$ cat config.mk
export PLATFORM = sky130hd
export DESIGN_NAME = uart_tx_sched_flat
export DESIGN_NICKNAME = d
export VERILOG_FILES = /design/src/rtl/uart_tx_sched_if.sv /design/src/rtl/uart_tx_sched.sv /design/src/flat_wrapper.sv
export SDC_FILE = /design/constraint.sdc
export NUM_CORES = 1
export LEC_CHECK = 0
export ABC_AREA = 0
export CELL_PAD_IN_SITES_DETAIL_PLACEMENT = 0
export CELL_PAD_IN_SITES_GLOBAL_PLACEMENT = 1
export CORE_ASPECT_RATIO = 0.75
export CORE_MARGIN = 3
export CORE_UTILIZATION = 30
export CTS_CLUSTER_DIAMETER = 200
export DETAILED_ROUTE_END_ITERATION = 10
export DONT_BUFFER_PORTS = 1
export PLACE_DENSITY = 0.52
export SETUP_SLACK_MARGIN = 0.3
export SLEW_MARGIN = 30
export SYNTH_ARGS = -nofsm -noshare
export SYNTH_HDL_FRONTEND = slang
export SYNTH_SLANG_ARGS = --single-unit
$ cat constraint.sdc
create_clock -name clk -period 3.56 [get_ports clk]
set_clock_uncertainty 0.2 [all_clocks]
set_input_delay 0.178 -clock clk [delete_from_list [all_inputs] [get_ports clk]]
set_output_delay 0.178 -clock clk [all_outputs]
set_load 0.02 [all_outputs]
$ cat src/rtl/uart_tx_sched_if.sv
// rtl/uart_tx_sched_if.sv - requester/transmitter signal bundle for uart_tx_sched (UART_SCHED_LOCK_EN adds req_last)
interface uart_tx_sched_if #(
  parameter int N_REQ = 4
);
  logic [N_REQ-1:0]   req;
  logic [8*N_REQ-1:0] req_data;
  logic [N_REQ-1:0]   req_ack;
  logic               tx_valid;
  logic [7:0]         tx_data;
  logic               busy;
`ifdef UART_SCHED_LOCK_EN
  logic [N_REQ-1:0]   req_last;

  modport master (output req, req_data, req_last, input req_ack, tx_valid, tx_data, busy);
  modport slave  (input req, req_data, req_last, output req_ack, tx_valid, tx_data, busy);
`else
  modport master (output req, req_data, input req_ack, tx_valid, tx_data, busy);
  modport slave  (input req, req_data, output req_ack, tx_valid, tx_data, busy);
`endif
endinterface

$ cat src/rtl/uart_tx_sched.sv
// rtl/uart_tx_sched.sv - round-robin byte scheduler pacing one uart_send transmitter (UART_SCHED_LOCK_EN enables message lock)
module uart_tx_sched #(
  parameter int N_REQ      = 4,
  parameter int BIT_CYCLES = 10417,
  parameter int GAP_CYCLES = 4
) (
  input logic            clk,
  input logic            rst,
  uart_tx_sched_if.slave bus
);
  localparam int FRAME_CYCLES = 10 * BIT_CYCLES + GAP_CYCLES;
  localparam int TW = $clog2(FRAME_CYCLES + 1);
  localparam int PW = (N_REQ > 1) ? $clog2(N_REQ) : 1;
  localparam logic [TW-1:0] TIMER_LOAD = TW'(FRAME_CYCLES - 1);

  typedef enum logic [1:0] {IDLE, ISSUE, WAIT} state_t;

  state_t        state_q, state_d;
  logic [PW-1:0] rr_ptr_q;
  logic [PW-1:0] grant_q;
  logic [TW-1:0] timer_q;
  logic [PW-1:0] search_base;
  logic [PW-1:0] rr_grant;
  logic          rr_hit;
  logic [PW-1:0] sel_grant;
  logic          sel_hit;

  function automatic logic [PW-1:0] wrap_idx(input int v);
    return PW'(v % N_REQ);
  endfunction

`ifdef UART_SCHED_LOCK_EN
  logic lock_q;
  logic last_q;
  logic lock_drop;

  // A locked owner that has withdrawn its request releases the lock; the search then restarts after it.
  assign lock_drop   = lock_q && !bus.req[grant_q];
  assign search_base = lock_drop ? wrap_idx(int'(grant_q) + 1) : rr_ptr_q;
  assign sel_hit     = (lock_q && !lock_drop) ? 1'b1 : rr_hit;
  assign sel_grant   = (lock_q && !lock_drop) ? grant_q : rr_grant;
`else
  assign search_base = rr_ptr_q;
  assign sel_hit     = rr_hit;
  assign sel_grant   = rr_grant;
`endif

  // First pending request at or after the search base, wrapping modulo N_REQ.
  always_comb begin
    rr_hit   = 1'b0;
    rr_grant = '0;
    for (int i = 0; i < N_REQ; i++) begin
      if (!rr_hit && bus.req[wrap_idx(int'(search_base) + i)]) begin
        rr_hit   = 1'b1;
        rr_grant = wrap_idx(int'(search_base) + i);
      end
    end
  end

  // State register.
  always_ff @(posedge clk) begin
    if (rst) state_q <= IDLE;
    else     state_q <= state_d;
  end

  // Next state: one issue cycle, then hold off until the frame timer expires.
  always_comb begin
    state_d = state_q;
    case (state_q)
      IDLE:    if (sel_hit) state_d = ISSUE;
      ISSUE:   state_d = WAIT;
      WAIT:    if (timer_q == '0) state_d = IDLE;
      default: state_d = IDLE;
    endcase
  end

  // Registered outputs, grant bookkeeping and frame timer.
  always_ff @(posedge clk) begin
    if (rst) begin
      bus.tx_valid <= 1'b0;
      bus.tx_data  <= 8'h00;
      bus.req_ack  <= '0;
      bus.busy     <= 1'b0;
      rr_ptr_q     <= '0;
      grant_q      <= '0;
      timer_q      <= '0;
`ifdef UART_SCHED_LOCK_EN
      lock_q       <= 1'b0;
      last_q       <= 1'b0;
`endif
    end else begin
      bus.tx_valid <= 1'b0;
      bus.req_ack  <= '0;
      bus.busy     <= (state_d != IDLE);
      case (state_q)
        IDLE: begin
`ifdef UART_SCHED_LOCK_EN
          if (lock_drop) begin
            lock_q   <= 1'b0;
            rr_ptr_q <= wrap_idx(int'(grant_q) + 1);
          end
`endif
          if (sel_hit) begin
            grant_q      <= sel_grant;
            bus.tx_data  <= bus.req_data[8*sel_grant +: 8];
            bus.tx_valid <= 1'b1;
            bus.req_ack  <= N_REQ'(1) << sel_grant;
`ifdef UART_SCHED_LOCK_EN
            last_q       <= bus.req_last[sel_grant];
`endif
          end
        end
        ISSUE: begin
          timer_q <= TIMER_LOAD;
`ifdef UART_SCHED_LOCK_EN
          lock_q <= !last_q;
          if (last_q) rr_ptr_q <= wrap_idx(int'(grant_q) + 1);
`else
          rr_ptr_q <= wrap_idx(int'(grant_q) + 1);
`endif
        end
        WAIT: begin
          if (timer_q != '0) timer_q <= timer_q - TW'(1);
        end
        default: ;
      endcase
    end
  end
endmodule

$ cat src/flat_wrapper.sv
// flat-port wrapper written by rule: the top's interface ports become plain ports
module uart_tx_sched_flat 
#(
  parameter int N_REQ      = 4,
  parameter int BIT_CYCLES = 10417,
  parameter int GAP_CYCLES = 4
)
  (clk, rst, bus_req, bus_req_data, bus_req_ack, bus_tx_valid, bus_tx_data, bus_busy);
  uart_tx_sched_if #(.N_REQ(N_REQ)) bus_i ();
  input logic clk;
  input logic rst;
  input wire logic [$bits(bus_i.req)-1:0] bus_req;
  input wire logic [$bits(bus_i.req_data)-1:0] bus_req_data;
  output wire logic [$bits(bus_i.req_ack)-1:0] bus_req_ack;
  output wire logic [$bits(bus_i.tx_valid)-1:0] bus_tx_valid;
  output wire logic [$bits(bus_i.tx_data)-1:0] bus_tx_data;
  output wire logic [$bits(bus_i.busy)-1:0] bus_busy;
  assign bus_i.req = bus_req;
  assign bus_i.req_data = bus_req_data;
  assign bus_req_ack = bus_i.req_ack;
  assign bus_tx_valid = bus_i.tx_valid;
  assign bus_tx_data = bus_i.tx_data;
  assign bus_busy = bus_i.busy;
  uart_tx_sched #(.N_REQ(N_REQ), .BIT_CYCLES(BIT_CYCLES), .GAP_CYCLES(GAP_CYCLES)) u_core (.clk(clk), .rst(rst), .bus(bus_i));
endmodule
==> results.txt, run 1 <==
----------------------------------------------------
[Pwr]
  Leakage Power ... 0.859 nW
  Total power divided by cell area ... 512 nW/µm²
  Peak supply drop ... between 0.15 and 0.2 mV

[Setup path]
  Arrival time at the worst endpoint ... 2.45 ns
  Crit Path Max Fanout ... 20
  Worst setup path startpoint ... u_core.rr_ptr_q[0]
  Critical Path End Type ... flop
  Start of the worst register-to-register path ... u_core.rr_ptr_q[0]
  Critical path required time ... around 3.5 ns
  Kind of critical path ... reg -> reg
  Startpoint type of the worst setup path ... flop

[Synth]
  Fraction of post-synthesis cell area in the top cell type by area ... 0.407
  Proportion of register bits with asynchronous set or reset after synthesis ... 0
  Mean instance size in the synthesized netlist ... 9.39 µm²
  Synthesis-stage register bit count ... 37
  Post-synthesis cell area ... 1820 µm²
  Top FF cell, synth ... sky130_fd_sc_hd__dfxtp_1
  Post-synth top area cell ... sky130_fd_sc_hd__dfxtp_1
  YS warnings ... 0
  Cells taking the most area after synthesis ... sky130_fd_sc_hd__dfxtp_1 41%, sky130_fd_sc_hd__mux2i_1 9.3%, sky130_fd_sc_hd__xor2_1 5.8%
  Synthesized netlist cell count ... 194
  Count of flip-flops with a built-in enable after synthesis ... 0
  Net count after synthesis ... 234
  Post-synth cell types ... 42
  Sequential share of the synthesized area ... 0.407

[Routing]
  Average wire per cell in the routed design ... about 16 µm
  Vias ... 1,550
  Final Routed Wirelength ... roughly 4800 µm
  Post-DRT Antenna Nets ... 0
  Residual DRC count ... 0
  Via/cell ratio ... 5.12
  1st-pass router iterations ... 4
  Starting DRT DRC Count ... 50

[STA]
  Setup repair after global routing missed its margin ... no
  Final count of pins violating max slew ... 0
  Setup violations, final ... 0
  Min Hold Slack ... 0.0153 ns
  Worst slew margin ... 0.424
  Crit path time final ... 2.50 ns
  Transition time at the pin with the least slew margin ... 0.862 ns
  Fin crit share ... 0.703
  Total count of hold-check failures in the final report ... 0
  Top achievable clock speed ... 400 MHz
  Final total negative setup slack ... 0 ns

[Finish]
  Layout cells sized above 1 ... 0.0746
  Commonest cells after routing, fill and taps aside ... 37 x sky130_fd_sc_hd__dfxtp_1, 36 x sky130_fd_sc_hd__dlygate4sd3_1, 26 x sky130_fd_sc_hd__nor2_1
  Relative area change from synthesis to final layout ... 26.8%
  Final cell utilization of the core ... 0.412
  ANT cells ... 0
  Commonest non-fill, non-tap cell in the layout ... sky130_fd_sc_hd__dfxtp_1
  Number of nets at the end of the flow ... roughly 270
  Post-route cell area ... 2310 µm²

[Clock network]
  Maximum count of clock buffers along a single path ... 2
  Root Buffer Master ... sky130_fd_sc_hd__clkbuf_8
  Clock net sink count ... 37
  Clock transition at the registers of the reported paths ... ~0.080 ns
  Clock tree from TritonCTS ... done
  Clock network latency to the later pin of the worst-skew pair ... 0.29 ns
  Number of levels the H-tree was split into ... 2
  Inserted Clock Buffers ... 5
  PostCTS Resize Cnt ... 0

[Floorplanning]
  Initial core utilization ... 0.325
  Boundary pin count ... 52
  Overall die height ... roughly 73 µm
  Width of the die ... 96.0 µm
  Core footprint ... 5610 µm²
  Std-Cell Rows ... 23
  Die Footprint ... about 7100 µm²

[Hold path]
  Class of the worst hold path ... in -> reg
  Min-Delay Startpoint ... bus_req[1]

[Global route]
  Initial antenna violation count ... 0
  Overall routing resource usage ... 0.140
  Via count of the first global-routing pass ... 1,541
  Wire length of the first global-routing pass ... 7480 µm
  Total grt overflow ... 0
  Pin count of the biggest net entering global routing ... 23

[Place]
  Count of buffers inserted at the top-level ports ... 0
  Placement-stage cell area ... 1870 µm²
  Detail Placement HPWL ... ~3200 µm
  Final Wtd Congestion ... 0.801

[Run status]
  Result of the run ... finished, final reports clean

[Flow run]
  Reported max-cap violation count ... 0

----------------------------------------------------
## path summary, 6_finish.rpt
path	to	slack, ns	cells after the start
max	u_core.bus.tx_data[5]	1.06	6
min	u_core.bus.tx_valid	0.02	2
max reg2reg	u_core.bus.tx_data[5]	1.06	6
min reg2reg	u_core.timer_q[5]	0.29	1
## synthesized netlist by cell type, types with 2 or more instances
library cell,instances
sky130_fd_sc_hd__mux2i_1,17
sky130_fd_sc_hd__or4_1,2
sky130_fd_sc_hd__ha_1,2
sky130_fd_sc_hd__buf_2,4
sky130_fd_sc_hd__dfxtp_1,37
sky130_fd_sc_hd__nor2_2,2
sky130_fd_sc_hd__nand4b_1,4
sky130_fd_sc_hd__inv_1,4
sky130_fd_sc_hd__xor2_1,12
sky130_fd_sc_hd__clkbuf_1,4
sky130_fd_sc_hd__o221ai_1,8
sky130_fd_sc_hd__nor4_1,2
sky130_fd_sc_hd__nor2b_1,6
sky130_fd_sc_hd__nand3b_1,2
sky130_fd_sc_hd__o21ai_0,2
sky130_fd_sc_hd__nor3_1,2
sky130_fd_sc_hd__a211oi_1,5
sky130_fd_sc_hd__nand2_1,12
sky130_fd_sc_hd__nand4_1,2
sky130_fd_sc_hd__nor2_1,26
sky130_fd_sc_hd__a21oi_1,14
sky130_fd_sc_hd__nand2b_1,5
## area by class of cell
| class | count | area, µm² |
|---|---|---|
| inverter | 4 | 15.0 |
| fill | 555 | 3300 |
| multi-input combinational | 143 | 1020 |
| timing repair buffer | 36 | 360 |
| clock buffer | 6 | 72.6 |
| clock inverter | 2 | 10.0 |
| tap | 75 | 93.8 |
| sequential | 37 | 741 |
## flip-flops by register name (all words and copies together) (netlist names)
signal	count
u_core.bus.req_ack	4
u_core.timer_q	17
u_core.bus.busy	1
u_core.state_q	2
u_core.bus.tx_valid	1
u_core.bus.tx_data	8
u_core.grant_q	2
u_core.rr_ptr_q	2
## per-layer routing
| metal | up-vias | share of wire | track usage |
|---|---|---|---|
| li1 | 765 | - | - |
| met1 | 744 | 0.45 | 0.178 |
| met2 | 35 | 0.48 | 0.226 |
| met3 | 6 | 0.052 | 0.0481 |
| met4 | 0 | 0.014 | 0.0379 |
| met5 | - | 0 | 0 |
## power breakdown
part           switching, mW  internal, mW
clock network          0.150         0.136
registers             0.0820         0.474
logic                  0.180         0.162
total                  0.412         0.771
## stage by stage
| stage | cells | total power, mW | setup WS [ns] |
|---|---|---|---|
| after global placement | 259 | 0.841 | 1.40 |
| final | 303 | 1.18 | 1.06 |
| after detailed placement | 259 | 0.847 | 1.26 |
| after global routing | 303 | 1.25 | 0.876 |
| after CTS | 303 | 1.19 | 0.749 |
| after floorplan | 194 | 0.798 | 1.67 |
## what timing repair did
item                      CTS  global route
buffers inserted            0             0
hold buffers               36             0
hold endpoints to repair   33             0
## cells by family (layout without fill, tap and decap cells)
kind of cell,Yosys count,count (layout),share of synthesized area
adder cells (fa/ha/maj),2,2,0.0137
XOR/XNOR,13,13,0.0625
AO/OA/AOI/OAI,38,38,0.153
multiplexers,18,18,0.102
flip-flops,37,37,0.407
buffers and inverters,14,48,0.0357
AND/OR/NAND/NOR,72,72,0.227
## worst max-delay path, cell delays in order, from the launching register on
cell and delay [ns]:
sky130_fd_sc_hd__dfxtp_1 0.35, sky130_fd_sc_hd__nand2b_1 0.13, sky130_fd_sc_hd__nor2b_1 0.13, sky130_fd_sc_hd__o32a_2 0.53
sky130_fd_sc_hd__mux2i_1 0.27, sky130_fd_sc_hd__dlygate4sd3_1 0.60, sky130_fd_sc_hd__o221ai_1 0.14
Power figures use the tool's default switching activity.
==> run 2, diff against run 1 <==
Settings changed: ABC_AREA 0 to 1, PLACE_DENSITY 0.52 to 0.57.
Clock period 3.56 ns to 2.42 ns, I/O delays scaled along.
==> run 2 against run 1 <==
The run now ends with hold timing left. Sequential power up 110%. Sequential share of layout area shrank 7.3 points. Cell count up 70%. Clock power is 93% higher. Largest power group is now combinational cells.
==> results.txt, run 2 <==
----------------------------------------------------
[Setup path]
  Endpoint of the worst-slack reg-to-reg timing path ... u_core.bus.tx_data[2]
  Startpoint type of the worst setup path ... flop
  Arrival time at the worst endpoint ... 2.02 ns (-0.43 ns)
  Critical Path End Type ... flop
  Start of the worst register-to-register path ... u_core.rr_ptr_q[0]
  Critical path required time ... 2.42 ns (-1.09 ns)
  Crit Path Max Fanout ... 8 (-60%)
  Reg-to-reg slack, setup ... 0.39 ns (-0.66 ns)
  Kind of critical path ... reg -> reg
  Cells on worst reg2reg path ... 14 (+8)

[Place]
  Final Wtd Congestion ... 0.804 (+0.41%)
  Count of buffers inserted at the top-level ports ... 0 (unchanged)
  Detail Placement HPWL ... 4840 µm (+51%)

[Clock network]
  Clock net sink count ... 37 (unchanged)
  Clock tree from TritonCTS ... done
  Clock transition at the registers of the reported paths ... 0.08 ns (about the same)
  Number of levels the H-tree was split into ... 2 (unchanged)
  Root Buffer Master ... sky130_fd_sc_hd__clkbuf_8
  Clock network latency to the later pin of the worst-skew pair ... 0.29 ns (about the same)
  Inserted Clock Buffers ... 5 (unchanged)
  Maximum count of clock buffers along a single path ... 2 (unchanged)

[Hold path]
  Hold path endpoint ... u_core.bus.tx_data[6]
  Class of the worst hold path ... in -> reg
  Number of stages on the worst hold path ... 6 (+4)
  Min-Delay Startpoint ... bus_req_data[14]

[Global route]
  Overall routing resource usage ... 0.158 (+0.0179)
  Pin count of the biggest net entering global routing ... 25 (+8.7%)
  Via count of the first global-routing pass ... 2,248 (+46%)
  Wire length of the first global-routing pass ... 10,900 µm (+46%)
  Initial antenna violation count ... 0 (unchanged)
  Total grt overflow ... 0 (unchanged)

[STA]
  Setup repair after global routing missed its margin ... yes
  Final total negative setup slack ... 0 ns (unchanged)
  Total count of hold-check failures in the final report ... 1 (+1)
  Fin crit share ... 0.837 (+0.134)
  Setup violations, final ... 0 (unchanged)
  Min Hold Slack ... -0.00605 ns (-0.0213 ns)
  Top achievable clock speed ... 494 MHz (+24%)
  Worst slew margin ... 0.682 (+0.259)
  Final count of pins violating max slew ... 0 (unchanged)
  Crit path time final ... 2.03 ns (-0.476 ns)
  Transition time at the pin with the least slew margin ... 0.477 ns (-0.385 ns)

[Routing]
  Post-DRT Antenna Nets ... 0 (unchanged)
  Residual DRC count ... 0 (unchanged)
  Average wire per cell in the routed design ... 13.5 µm (-14%)
  1st-pass router iterations ... 4 (unchanged)
  Via/cell ratio ... 4.71 (-7.9%)
  Starting DRT DRC Count ... 99 (+98%)
  Vias ... 2,422 (+56%)
  Final Routed Wirelength ... 6960 µm (+46%)

[Synth]
  Post-synth top cells ... 107 x sky130_fd_sc_hd__nand2_1, 50 x sky130_fd_sc_hd__inv_1, 49 x sky130_fd_sc_hd__nand3_1
  Cells taking the most area after synthesis ... sky130_fd_sc_hd__dfxtp_1 33%, sky130_fd_sc_hd__nand2_1 18%, sky130_fd_sc_hd__nand3_1 11%
  Post-synth top area cell ... sky130_fd_sc_hd__dfxtp_1
  Count of flip-flops with a built-in enable after synthesis ... 0 (unchanged)
  Sequential share of the synthesized area ... 0.326 (-0.0806)
  Post-synth cell types ... 28 (-33%)
  Post-synthesis cell area ... 2270 µm² (+25%)
  Synthesized netlist cell count ... 371 (+91%)
  YS warnings ... 0 (unchanged)
  Synthesis-stage register bit count ... 37 (unchanged)
  Mean instance size in the synthesized netlist ... 6.12 µm² (-35%)
  Top FF cell, synth ... sky130_fd_sc_hd__dfxtp_1
  Most used standard cell by instance count after synthesis ... sky130_fd_sc_hd__nand2_1
  Net count after synthesis ... 411 (+76%)
  Proportion of register bits with asynchronous set or reset after synthesis ... 0 (unchanged)
  Fraction of post-synthesis cell area in the top cell type by area ... 0.326 (-0.0806)

[Run status]
  Violations in the final reports ... hold timing
  Result of the run ... finished with violations

[Finish]
  ANT cells ... 0 (unchanged)
  Fillers ... 759 (+37%)
  Biggest registers after layout ... u_core.timer_q (17), u_core.bus.tx_data (8), u_core.bus.req_ack (4)
  Commonest cells after routing, fill and taps aside ... 94 x sky130_fd_sc_hd__nand2_1, 49 x sky130_fd_sc_hd__inv_1, 46 x sky130_fd_sc_hd__nand3_1
  Relative area change from synthesis to final layout ... 32.8%
  Commonest non-fill, non-tap cell in the layout ... sky130_fd_sc_hd__nand2_1
  Layout cells sized above 1 ... 0.154 (+0.0793)
  Number of nets at the end of the flow ... 455 (+70%)
  Number of flip-flops under the largest register name ... 17 (unchanged)
  Most flops, register ... u_core.timer_q

[Floorplanning]
  Boundary pin count ... 52 (unchanged)
  Std-Cell Rows ... 26 (+13%)
  Width of the die ... 106 µm (+11%)
  Overall die height ... 81.4 µm (+11%)
  Die Footprint ... 8670 µm² (+23%)
  Core footprint ... 7060 µm² (+26%)
  Initial core utilization ... 0.322 (-0.00277)

[Pwr]
  Power share of the combinational group ... 0.604 (+0.315)
  Internal power ... 2.11 mW (+170%)
  Leakage Power ... 1.52 nW (+78%)
  Total power divided by cell area ... 1430 nW/µm² (+180%)
  Switching part of the total power ... 0.510 (+0.162)
  Sequential power share ... 0.268 (-0.202)
  Sw Pwr ... 2.19 mW (+430%)
  Peak supply drop ... 0.407 mV (+140%)
  Relative contribution of the clock network to total power ... 0.128 (-0.114)

[Flow run]
  Reported max-cap violation count ... 0 (unchanged)

----------------------------------------------------
-- run 2: changes by cell type after synthesis, sizes merged, moves of 6 or more --
cell,delta
o21ai,+14
o221ai,-8
a211oi,-6
mux2i,-17
xor2,-7
nor2,+16
nor2b,-6
inv,+51
nand3,+51
nand2,+103
-- run 2: worst max-delay path, cell delays in order (launching register included) --
cell	delay [ns]
sky130_fd_sc_hd__dfxtp_4	0.38
sky130_fd_sc_hd__buf_8	0.14
sky130_fd_sc_hd__nand2_2	0.06
sky130_fd_sc_hd__nand2_2	0.07
sky130_fd_sc_hd__nand2_2	0.09
sky130_fd_sc_hd__nand2_2	0.07
sky130_fd_sc_hd__nor2_4	0.15
sky130_fd_sc_hd__nand3_4	0.20
sky130_fd_sc_hd__buf_12	0.20
sky130_fd_sc_hd__nand3_1	0.08
sky130_fd_sc_hd__nand2_1	0.05
sky130_fd_sc_hd__nand2_1	0.05
sky130_fd_sc_hd__nand3_1	0.07
sky130_fd_sc_hd__nand2_1	0.07
sky130_fd_sc_hd__inv_1	0.04
-- run 2: logic make-up (layout without fill, tap and decap cells) --
family	after synthesis	count (layout)	share of synthesized area
AO/OA/AOI/OAI	39	39	0.0898
XOR/XNOR	8	8	0.0308
adder cells (fa/ha/maj)	2	2	0.0110
buffers and inverters	64	106	0.117
flip-flops	37	37	0.326
AND/OR/NAND/NOR	221	224	0.426
-- run 2: per-stage QoR --
stage | utilization | std cells | setup WS, ns | total power [mW] | instance area (µm²)
2_1_floorplan | - | 371 | 0.609 | 2.82 | 2270
3_3_place_gp | 0.343 | 471 | 0.284 | 3.40 | 2420
3_5_place_dp | 0.343 | 471 | 0.282 | 3.37 | 2420
4_1_cts | 0.400 | 507 | 0.307 | 3.99 | 2820
5_1_grt | 0.428 | 514 | 0.247 | 4.73 | 3020
6_report | 0.428 | 514 | 0.394 | 4.30 | 3020
-- run 2: worst max path at each step --
stage	to	from	slack, ns
after global placement	u_core.bus.tx_data[1]	u_core.rr_ptr_q[0]	0.28
after CTS	u_core.grant_q[1]	rst	0.31
final	u_core.bus.tx_data[2]	u_core.rr_ptr_q[0]	0.39
after floorplan	u_core.bus.tx_data[1]	u_core.rr_ptr_q[0]	0.61
after detailed placement	u_core.bus.tx_data[2]	u_core.rr_ptr_q[0]	0.28
after global routing	u_core.bus.tx_data[3]	u_core.rr_ptr_q[0]	0.25
-- run 2: power by group through the flow --
stage / registers (mW) / logic, mW / clock network, mW
floorplan: 1.09 / 1.73 / 0
global placement: 1.16 / 2.24 / 0
detailed placement: 1.15 / 2.21 / 0
CTS: 1.14 / 2.28 / 0.569
global route: 1.19 / 2.95 / 0.591
finish: 1.15 / 2.60 / 0.551
-- run 2: area by class of cell --
cell class | count | area [µm²] | share of cell area
multi-input combinational | 273 | 1390 | 0.461
clock inverter | 3 | 46.3 | 0.0153
clock buffer | 5 | 68.8 | 0.0228
timing repair buffer | 43 | 425 | 0.141
tap | 98 | 123 | 0.0406
sequential | 37 | 748 | 0.248
inverter | 55 | 216 | 0.0717
-- run 2: repair_timing --
item,4_1_cts,5_1_grt
cloned,0,4
hold buffers,28,0
gates resized for setup,1,37
pin swaps,0,10
buffers inserted,0,3
endpoints found under the hold margin,33,0
setup endpoints to repair,8,14
-- run 2: layer usage --
metal / global-route usage / routed length [µm] / vias to the layer above
met2: 0.231 / 2750 / 49
li1: - / - / 1265
met1: 0.228 / 3760 / 1101
met5: 0 / 0 / -
met3: 0.0469 / 385 / 7
met4: 0.0358 / 63 / 0
